<file path="config.mk">
export PLATFORM = sky130hd
export DESIGN_NAME = eq_check_arbiter
export DESIGN_NICKNAME = d
export VERILOG_FILES = /design/src/rtl/eq_arb_pkg.sv /design/src/rtl/rr_arbiter.sv /design/src/rtl/eq_check_arbiter.sv
export SDC_FILE = /design/constraint.sdc
export NUM_CORES = 1
export LEC_CHECK = 0
export BUFFER_PORTS_ARGS = -buffer_cell sky130_fd_sc_hd__buf_2
export CORE_MARGIN = 8
export CORE_UTILIZATION = 40
export DETAILED_ROUTE_END_ITERATION = 16
export GPL_TIMING_DRIVEN = 0
export PLACE_DENSITY = 0.68
export SYNTH_ARGS = -nofsm -noshare
export SYNTH_HDL_FRONTEND = slang
export SYNTH_SLANG_ARGS = --single-unit
export TNS_END_PERCENT = 10
</file>
<file path="constraint.sdc">
create_clock -name clk -period 2.2 [get_ports clk]
set_input_delay 0.11 -clock clk [delete_from_list [all_inputs] [get_ports clk]]
set_output_delay 0.11 -clock clk [all_outputs]
set_load 0.01 [all_outputs]
</file>
<file path="src/rtl/eq_arb_pkg.sv">
// Shared types and helpers for the equality-check arbiter slice.
package eq_arb_pkg;

  typedef enum logic [1:0] {
    IDLE = 2'd0,
    CMP  = 2'd1,
    RESP = 2'd2
  } state_e;

  // Index width for n requesters; a single requester still needs one bit.
  function automatic int unsigned id_w(input int unsigned n);
    return (n > 1) ? int'($clog2(n)) : 1;
  endfunction

endpackage

</file>
<file path="src/rtl/rr_arbiter.sv">
// Combinational round-robin arbiter: first asserted request at or after ptr_i,
// wrapping modulo NUM_REQ. Produces one-hot and encoded grant.
module rr_arbiter
  import eq_arb_pkg::*;
#(
  parameter  int unsigned NUM_REQ = 4,
  localparam int unsigned IDW     = id_w(NUM_REQ)
) (
  input  logic [NUM_REQ-1:0] req_i,
  input  logic [IDW-1:0]     ptr_i,
  output logic [NUM_REQ-1:0] gnt_o,
  output logic [IDW-1:0]     gnt_id_o,
  output logic               gnt_valid_o
);

  logic [IDW:0] cand;

  always_comb begin
    cand        = '0;
    gnt_id_o    = '0;
    gnt_valid_o = 1'b0;
    for (int unsigned i = 0; i < NUM_REQ; i++) begin
      // ptr_i < NUM_REQ and i < NUM_REQ, so one subtraction performs the wrap.
      cand = {1'b0, ptr_i} + (IDW+1)'(i);
      if (cand >= (IDW+1)'(NUM_REQ)) begin
        cand = cand - (IDW+1)'(NUM_REQ);
      end
      if (!gnt_valid_o && req_i[cand[IDW-1:0]]) begin
        gnt_valid_o = 1'b1;
        gnt_id_o    = cand[IDW-1:0];
      end
    end
    gnt_o = gnt_valid_o ? (NUM_REQ'(1) << gnt_id_o) : '0;
  end

endmodule

</file>
<file path="src/rtl/eq_check_arbiter.sv">
// Shares one registered x==y compare unit among NUM_REQ requesters using
// round-robin arbitration, with a backpressured response and mismatch counter.
module eq_check_arbiter
  import eq_arb_pkg::*;
#(
  parameter  int unsigned NUM_REQ = 4,
  parameter  int unsigned DATA_W  = 8,
  parameter  int unsigned CNT_W   = 16,
  localparam int unsigned IDW     = id_w(NUM_REQ)
) (
  input  logic                      clk,
  input  logic                      rst_n,
  input  logic [NUM_REQ-1:0]        req_valid,
  output logic [NUM_REQ-1:0]        req_ready,
  input  logic [NUM_REQ*DATA_W-1:0] req_x,
  input  logic [NUM_REQ*DATA_W-1:0] req_y,
  input  logic [NUM_REQ-1:0]        req_use_dflt,
  input  logic [DATA_W-1:0]         dflt_y,
  output logic                      rsp_valid,
  input  logic                      rsp_ready,
  output logic [IDW-1:0]            rsp_id,
  output logic                      rsp_eq,
  output logic [CNT_W-1:0]          mismatch_cnt,
  output logic                      busy
);

  state_e             state_q;
  logic [IDW-1:0]     ptr_q, ptr_d;
  logic [IDW-1:0]     gnt_id_q, rsp_id_q;
  logic [DATA_W-1:0]  x_q, y_q, x_sel, y_sel;
  logic               rsp_valid_q, rsp_eq_q;
  logic [CNT_W-1:0]   cnt_q, cnt_d;

  logic [NUM_REQ-1:0] gnt;
  logic [IDW-1:0]     gnt_id;
  logic               gnt_valid;

  rr_arbiter #(.NUM_REQ(NUM_REQ)) u_arb (
    .req_i       (req_valid),
    .ptr_i       (ptr_q),
    .gnt_o       (gnt),
    .gnt_id_o    (gnt_id),
    .gnt_valid_o (gnt_valid)
  );

  always_comb begin
    x_sel = '0;
    y_sel = '0;
    for (int unsigned i = 0; i < NUM_REQ; i++) begin
      if (gnt_id == IDW'(i)) begin
        x_sel = req_x[i*DATA_W +: DATA_W];
        y_sel = req_use_dflt[i] ? dflt_y : req_y[i*DATA_W +: DATA_W];
      end
    end
  end

  assign ptr_d = (rsp_id_q == IDW'(NUM_REQ-1)) ? '0 : rsp_id_q + 1'b1;
  assign cnt_d = (rsp_eq_q || (&cnt_q)) ? cnt_q : cnt_q + 1'b1;

  always_ff @(posedge clk or negedge rst_n) begin
    if (!rst_n) begin
      state_q     <= IDLE;
      ptr_q       <= '0;
      gnt_id_q    <= '0;
      rsp_id_q    <= '0;
      x_q         <= '0;
      y_q         <= '0;
      rsp_valid_q <= 1'b0;
      rsp_eq_q    <= 1'b0;
      cnt_q       <= '0;
    end else begin
      case (state_q)
        IDLE: if (gnt_valid) begin
          x_q      <= x_sel;
          y_q      <= y_sel;
          gnt_id_q <= gnt_id;
          state_q  <= CMP;
        end
        CMP: begin
          rsp_eq_q    <= (x_q == y_q);
          rsp_id_q    <= gnt_id_q;
          rsp_valid_q <= 1'b1;
          state_q     <= RESP;
        end
        RESP: if (rsp_ready) begin
          rsp_valid_q <= 1'b0;
          ptr_q       <= ptr_d;
          cnt_q       <= cnt_d;
          state_q     <= IDLE;
        end
        default: state_q <= IDLE;
      endcase
    end
  end

  // Grant is only offered in IDLE; gated by rst_n so it reads 0 during reset.
  assign req_ready    = (rst_n && (state_q == IDLE)) ? gnt : '0;
  assign rsp_valid    = rsp_valid_q;
  assign rsp_id       = rsp_id_q;
  assign rsp_eq       = rsp_eq_q;
  assign mismatch_cnt = cnt_q;
  assign busy         = (state_q != IDLE);

endmodule

</file>
==> results of run 1 <==
-- routing by layer --
| metal | routed length [microns] | share of wire |
|---|---|---|
| met4 | 132 | 0.015 |
| met5 | 0 | 0 |
| met2 | 4131 | 0.46 |
| met3 | 717 | 0.080 |
| met1 | 3947 | 0.44 |
-- kinds of logic after synthesis --
logic type,share of synthesized area
mux,0.1680
simple gates,0.1512
compound gates,0.2296
flops,0.3619
fa+ha+maj,0.008616
xor+xnor,0.05127
buf+inv,0.02929
-- worst min-delay path by stage --
stage | to | slack, ns | start | cells past startpoint
floorplan | gnt_id_q[0] | -0.19 | rst_n | 0
global placement | state_q[1] | 0.31 | rst_n | 1
detailed placement | rsp_valid | 0.32 | rst_n | 1
CTS | state_q[1] | 0.03 | rsp_ready | 2
global route | state_q[1] | 0.05 | rsp_ready | 2
finish | state_q[1] | 0.03 | rsp_ready | 2
-- layout make-up --
| class | instances | area [sq um] | share of cell area |
|---|---|---|---|
| Buffer | 12 | 65.06 | 0.01743 |
| Clock inverter | 2 | 37.54 | 0.01005 |
| Multi-Input combinational cell | 245 | 1775 | 0.4755 |
| Tap cell | 99 | 123.9 | 0.03318 |
| Sequential cell | 42 | 1054 | 0.2822 |
| Clock buffer | 6 | 72.57 | 0.01944 |
| Timing Repair Buffer | 110 | 583.1 | 0.1562 |
| Inverter | 6 | 22.52 | 0.006032 |
-- power by group through the flow --
stage	sequential, uW	clock, uW	combinational [uW]
2_1_floorplan	1290	0	1300
3_3_place_gp	1320	0	1790
3_5_place_dp	1330	0	1830
4_1_cts	1320	624	1850
5_1_grt	1360	653	2130
6_report	1320	620	1900
-- layout by cell type, fill, tap and decap left out, types with 5 or more instances in the layout --
cell type	synthesis	final
inv_1	5	5
mux2_2	22	22
nor2_1	21	21
clkbuf_8	0	5
clkbuf_1	4	5
o21ai_0	33	32
buf_2	2	104
xnor2_1	11	11
nand2_1	14	14
and3_1	7	7
a22o_1	8	8
a22oi_1	8	8
nand3_1	19	19
buf_4	0	5
mux2i_1	24	24
dfrtp_1	42	40
o21ai_1	9	10
a21oi_1	15	15
xor2_1	6	6
-- per-stage QoR --
step / util / instance area (sq um)
after floorplan: - / 2904
after global placement: 0.4965 / 3543
after detailed placement: 0.4965 / 3543
after CTS: 0.5174 / 3692
after global routing: 0.5231 / 3734
final: 0.5231 / 3734
-- state kept, by name, indices dropped and copies added (netlist names) --
name,count
ptr_q,2
rsp_valid,1
x_q,8
state_q,2
rsp_id,2
y_q,8
gnt_id_q,2
rsp_eq,1
mismatch_cnt,16
-- repair_timing --
action / in CTS / in global routing
gates cloned: 0 / 0
endpoints found under the hold margin: 28 / 0
endpoints found under the setup margin: 2 / 2
hold buffers: 2 / 0
buffers inserted: 0 / 5
pin swaps: 1 / 2
gates resized for setup: 3 / 2
==> out/results.ini, run 1 <==
[outcome]
status = complete, no violations

[setup_path]
crit_path_max_incr_delay_ns = 0.49
reg2regPathDepth = 5
crit_fanout = 10
critPathLaunch = ptr_q[0]
rr_startpoint = ptr_q[0]
crit_family = flip-flops
crit_chain = nor2b_2 -> a211o_1 -> nand2_1 -> clkbuf_4 -> nor3b_1 -> buf_2
end_kind = output port
path_class = flop to output port
cp_num_buf_inv = 2
r2r-end = y_q[3]
slowest_stage = dfrtp_2
r2r_slack_ns = 0.27
start_kind = flop
crit_path_end = req_ready[1]
critical_path_depth = 6
cp.required_ns = 2.09
cp.arrival_ns = 1.96

[sta]
fin_crit_sh = 0.9391
hold_ws_ns = 0.03469
maxSlewViolCount = 0
hold_violations = 0
tightest_slew_ns = 0.9041
tns_ns = 0
fin_ws_ns = 0.1339
fmax_ghz = 0.4840
relSlewSlack = 0.3937
fin_worst_skew_ns = 0.007768
period_minus_slack_ns = 2.066
setup_violations = 0

[clock_network]
root_buffer = clkbuf_8
htreeDepth = 2
clockBufferDepth = 2
cts_tree = yes
clkTransAtPathRegs_ns = 0.09
cts-buffers-inserted = 5
worstSkewPairLatency_ns = 0.30
cts_sinks = 42

[yosys]
synthTopCellsByCount = 42 x dfrtp_1, 33 x o21ai_0, 24 x mux2i_1
ys_seq_area_frac = 0.3619
ys_types = 48
yosysTopAreaCell = dfrtp_1
mappedNetlistNets = 390
yosysWarnings = 0
synth_top_area_share = 0.3619
synth_edf_count = 0
ys.flop_type = dfrtp_1
ys_seq_elements = 42
synthCells = 305
syn_avg_cell_area_sq_um = 9.521
async_flop_share = 1.000
yosysMostFrequentCell = dfrtp_1
synth_area_sq_um = 2904
yosys-top-cells-area = dfrtp_1 36%, mux2_2 8.5%, mux2i_1 8.3%

[floorplanning]
rows = 31
dieArea_sq_um = 10240
die_h_microns = 101.2
start_util = 0.4069
io_pins = 108
die_w_microns = 101.2
core_area_sq_um = 7137

[routing]
routedWlPerCell_microns = 17.11
drt-total-wl_microns = 8929
vias = 2827
postRouteAntennaNets = 0
first_iter_violations = 210
viasPerCell = 5.416
first_pass_iters = 5
drc = 0

[power]
clockPowerShare = 0.162
seqPwrFrac = 0.344
pwr-share-comb = 0.494
power_uw = 3833
p_sw_frac = 0.4033
leakagePower_uw = 0.001805
p_int_uw = 2287
p_sw_uw = 1546
ir_drop_v = 0.0003681
p_per_area_nw_per_um2 = 1027

[layout]
diodes = 0
area_growth_pct = 28.57
fillers = 709
final_cells = 522
drive_gt1_frac = 0.3735
nets = 507

[global_route]
met2_usage = 0.3011
grt_util_met1 = 0.2248
first_global_vias = 3030
grt_use_met3 = 0.05086
grt_antenna_before_repair = 0
busiest_layer = met2
grt_first_pass_wirelength_microns = 14800
track_usage = 0.1824
grt-ovfl-total = 0
grt_max_degree = 29

[placement]
dp_hpwl_microns = 7041
gp_congestion = 0.8799
io_buffers = 103
dp.cells = 507
dpl_worst_slack_ns = 0.2291

[hold_path]
hold_path_class = input port to flop

[flow_run]
drv_cap = 0

Power figures use the tool's default switching activity.
==> run 2: changes to the inputs <==
- CELL_PAD_IN_SITES_DETAIL_PLACEMENT: not set -> 0
- CELL_PAD_IN_SITES_GLOBAL_PLACEMENT: not set -> 1
- CORE_UTILIZATION: 40 -> 37
- PLACE_DENSITY: 0.68 -> 0.82
==> out/results.ini, run 2 (same netlist as run 1, synthesis figures left out) <==
[layout]
largest_register_ffs = 16  ; unchanged
final_util = 0.4838  ; -0.03934
drive_gt1_frac = 0.3810  ; +0.007430
layout_commonest_cell = buf_2
diodes = 0  ; unchanged
final_cell_mix = 104 x buf_2, 40 x dfrtp_1, 32 x o21ai_0
nets = 505  ; -0.39%
area_growth_pct = 27.40

[setup_path]
crit_path_max_incr_delay_ns = 0.48  ; about the same
critPathLaunch = ptr_q[1]
cp.required_ns = 2.09  ; about the same
end_kind = output port
crit_family = compound AO/OA/AOI/OAI gates
cp.arrival_ns = 1.95  ; about the same
crit_fanout = 10  ; unchanged
cp_num_buf_inv = 2  ; unchanged
path_class = flop to output port
r2r_slack_ns = 0.15  ; -0.12 ns
crit_chain = o21ai_1 -> a211oi_4 -> nor2_1 -> buf_6 -> nor3b_2 -> buf_2
slowest_stage = dfrtp_2
start_kind = flop
rr_startpoint = ptr_q[1]

[clock_network]
cts-buffers-inserted = 5  ; unchanged
worstSkewPairLatency_ns = 0.28  ; -0.02 ns
root_buffer = clkbuf_8
cts_sinks = 42  ; unchanged
hold_buffers = 0  ; -2
clockBufferDepth = 2  ; unchanged
clkTransAtPathRegs_ns = 0.08  ; about the same
cts_tree = yes
htreeDepth = 2  ; unchanged

[global_route]
grt_first_pass_wirelength_microns = 14520  ; -1.9%
grt_max_degree = 44  ; +52%
grt_antenna_before_repair = 0  ; unchanged
grt_use_met3 = 0.04791  ; -0.002948
first_global_vias = 2930  ; -3.3%
grt_util_met1 = 0.1895  ; -0.03537
busiest_layer = met2
track_usage = 0.1606  ; -0.02178
grt-ovfl-total = 0  ; unchanged
met2_usage = 0.2760  ; -0.02516

[routing]
postRouteAntennaNets = 0  ; unchanged
drt-total-wl_microns = 8924  ; about the same
routedWlPerCell_microns = 17.10  ; about the same
first_iter_violations = 98  ; -53%
drc = 0  ; unchanged
vias = 2798  ; -1.0%
viasPerCell = 5.360  ; -1.0%
first_pass_iters = 4  ; -1

[sta]
tightest_slew_ns = 0.9705  ; +0.06646 ns
hold_violations = 42  ; +42
maxSlewViolCount = 0  ; unchanged
tns_ns = 0  ; unchanged
rsz0062_at_grt = false
fin_ws_ns = 0.1386  ; +0.004708 ns
fin_crit_sh = 0.9370  ; -0.002140
relSlewSlack = 0.3491  ; -0.04458
fmax_ghz = 0.4851  ; +0.23%
hold_ws_ns = -0.03219  ; -0.06688 ns
fin_worst_skew_ns = 0.006188  ; -0.001580 ns
period_minus_slack_ns = 2.061  ; -0.004708 ns
setup_violations = 0  ; unchanged

[power]
clockPowerShare = 0.123  ; -0.039
ir_drop_v = 0.0004605  ; +25%
seqPwrFrac = 0.354  ; +0.010
p_per_area_nw_per_um2 = 1013  ; -1.4%
p_int_uw = 2193  ; -4.1%
p_sw_uw = 1553  ; +0.47%
leakagePower_uw = 0.001787  ; -0.97%
pwr-share-comb = 0.523  ; +0.029
p_sw_frac = 0.4146  ; +0.01131

[floorplanning]
die_h_microns = 104.6  ; +3.3%
dieArea_sq_um = 10940  ; +6.8%
io_pins = 108  ; unchanged
die_w_microns = 104.6  ; +3.3%
core_area_sq_um = 7647  ; +7.2%
start_util = 0.3797  ; -0.02716
rows = 32  ; +3.2%

[placement]
gp_congestion = 0.8504  ; -3.4%
io_buffers = 103  ; unchanged
dpl_worst_slack_ns = 0.1323  ; -0.09684 ns
dp_hpwl_microns = 7236  ; +2.8%

[outcome]
violations = negative hold slack
status = complete, but fails checks

[flow_run]
drv_cap = 0  ; unchanged

[hold_path]
hold_path_class = input port to async pin

run 2: cell types whose count changed in the layout (fill, tap and decap cells not counted), sizes merged:
cell / delta
buf: -1
bufinv: -1
clkbuf: -1
clkinv: +1
dlygate4sd3: -1
run 2: routing by layer:
layer / vias up / part of all wire
met4: 0 / 0.014
met1: 1307 / 0.44
met2: 102 / 0.48
met3: 10 / 0.061
met5: - / 0
li1: 1379 / -
run 2: metrics by stage:
stage,std cells,hold WS (ns),total power [uW],cell area [sq um]
detailed placement,510,0.3182,3188,3547
floorplan,305,-0.1856,2594,2904
CTS,517,0.001272,3675,3635
global route,522,0.03704,4042,3700
global placement,510,0.3169,3144,3547
finish,522,-0.03219,3746,3700
run 2: power by group through the flow:
stage / Sequential, uW / Combinational (uW) / Clock (uW)
4_1_cts: 1320 / 1870 / 483
2_1_floorplan: 1290 / 1300 / 0
3_3_place_gp: 1320 / 1820 / 0
3_5_place_dp: 1330 / 1860 / 0
5_1_grt: 1370 / 2160 / 513
6_report: 1330 / 1960 / 462
run 2: path summary, 6_finish.rpt:
path | endpoint | cells after the start
max | req_ready[1] | 6
min | rsp_valid | 1
max reg2reg | y_q[6] | 5
min reg2reg | gnt_id_q[0] | 2
max in group asynchronous | ptr_q[0] | 1
min in group clk | state_q[1] | 2
run 2: repair_timing:
item / CTS / global route
pin swaps: 2 / 2
buffers inserted: 0 / 5
setup endpoints to repair: 2 / 5
gates cloned: 0 / 0
resized for setup: 3 / 5
run 2: final cells by class:
class	instances	area, sq um
Clock buffer	5	68.82
Timing Repair Buffer	108	565.5
Clock inverter	2	10.01
Fill cell	745	3948
Buffer	12	65.06
Sequential cell	42	1054
Tap cell	102	127.6
Inverter	6	26.28
Multi-Input combinational cell	245	1783
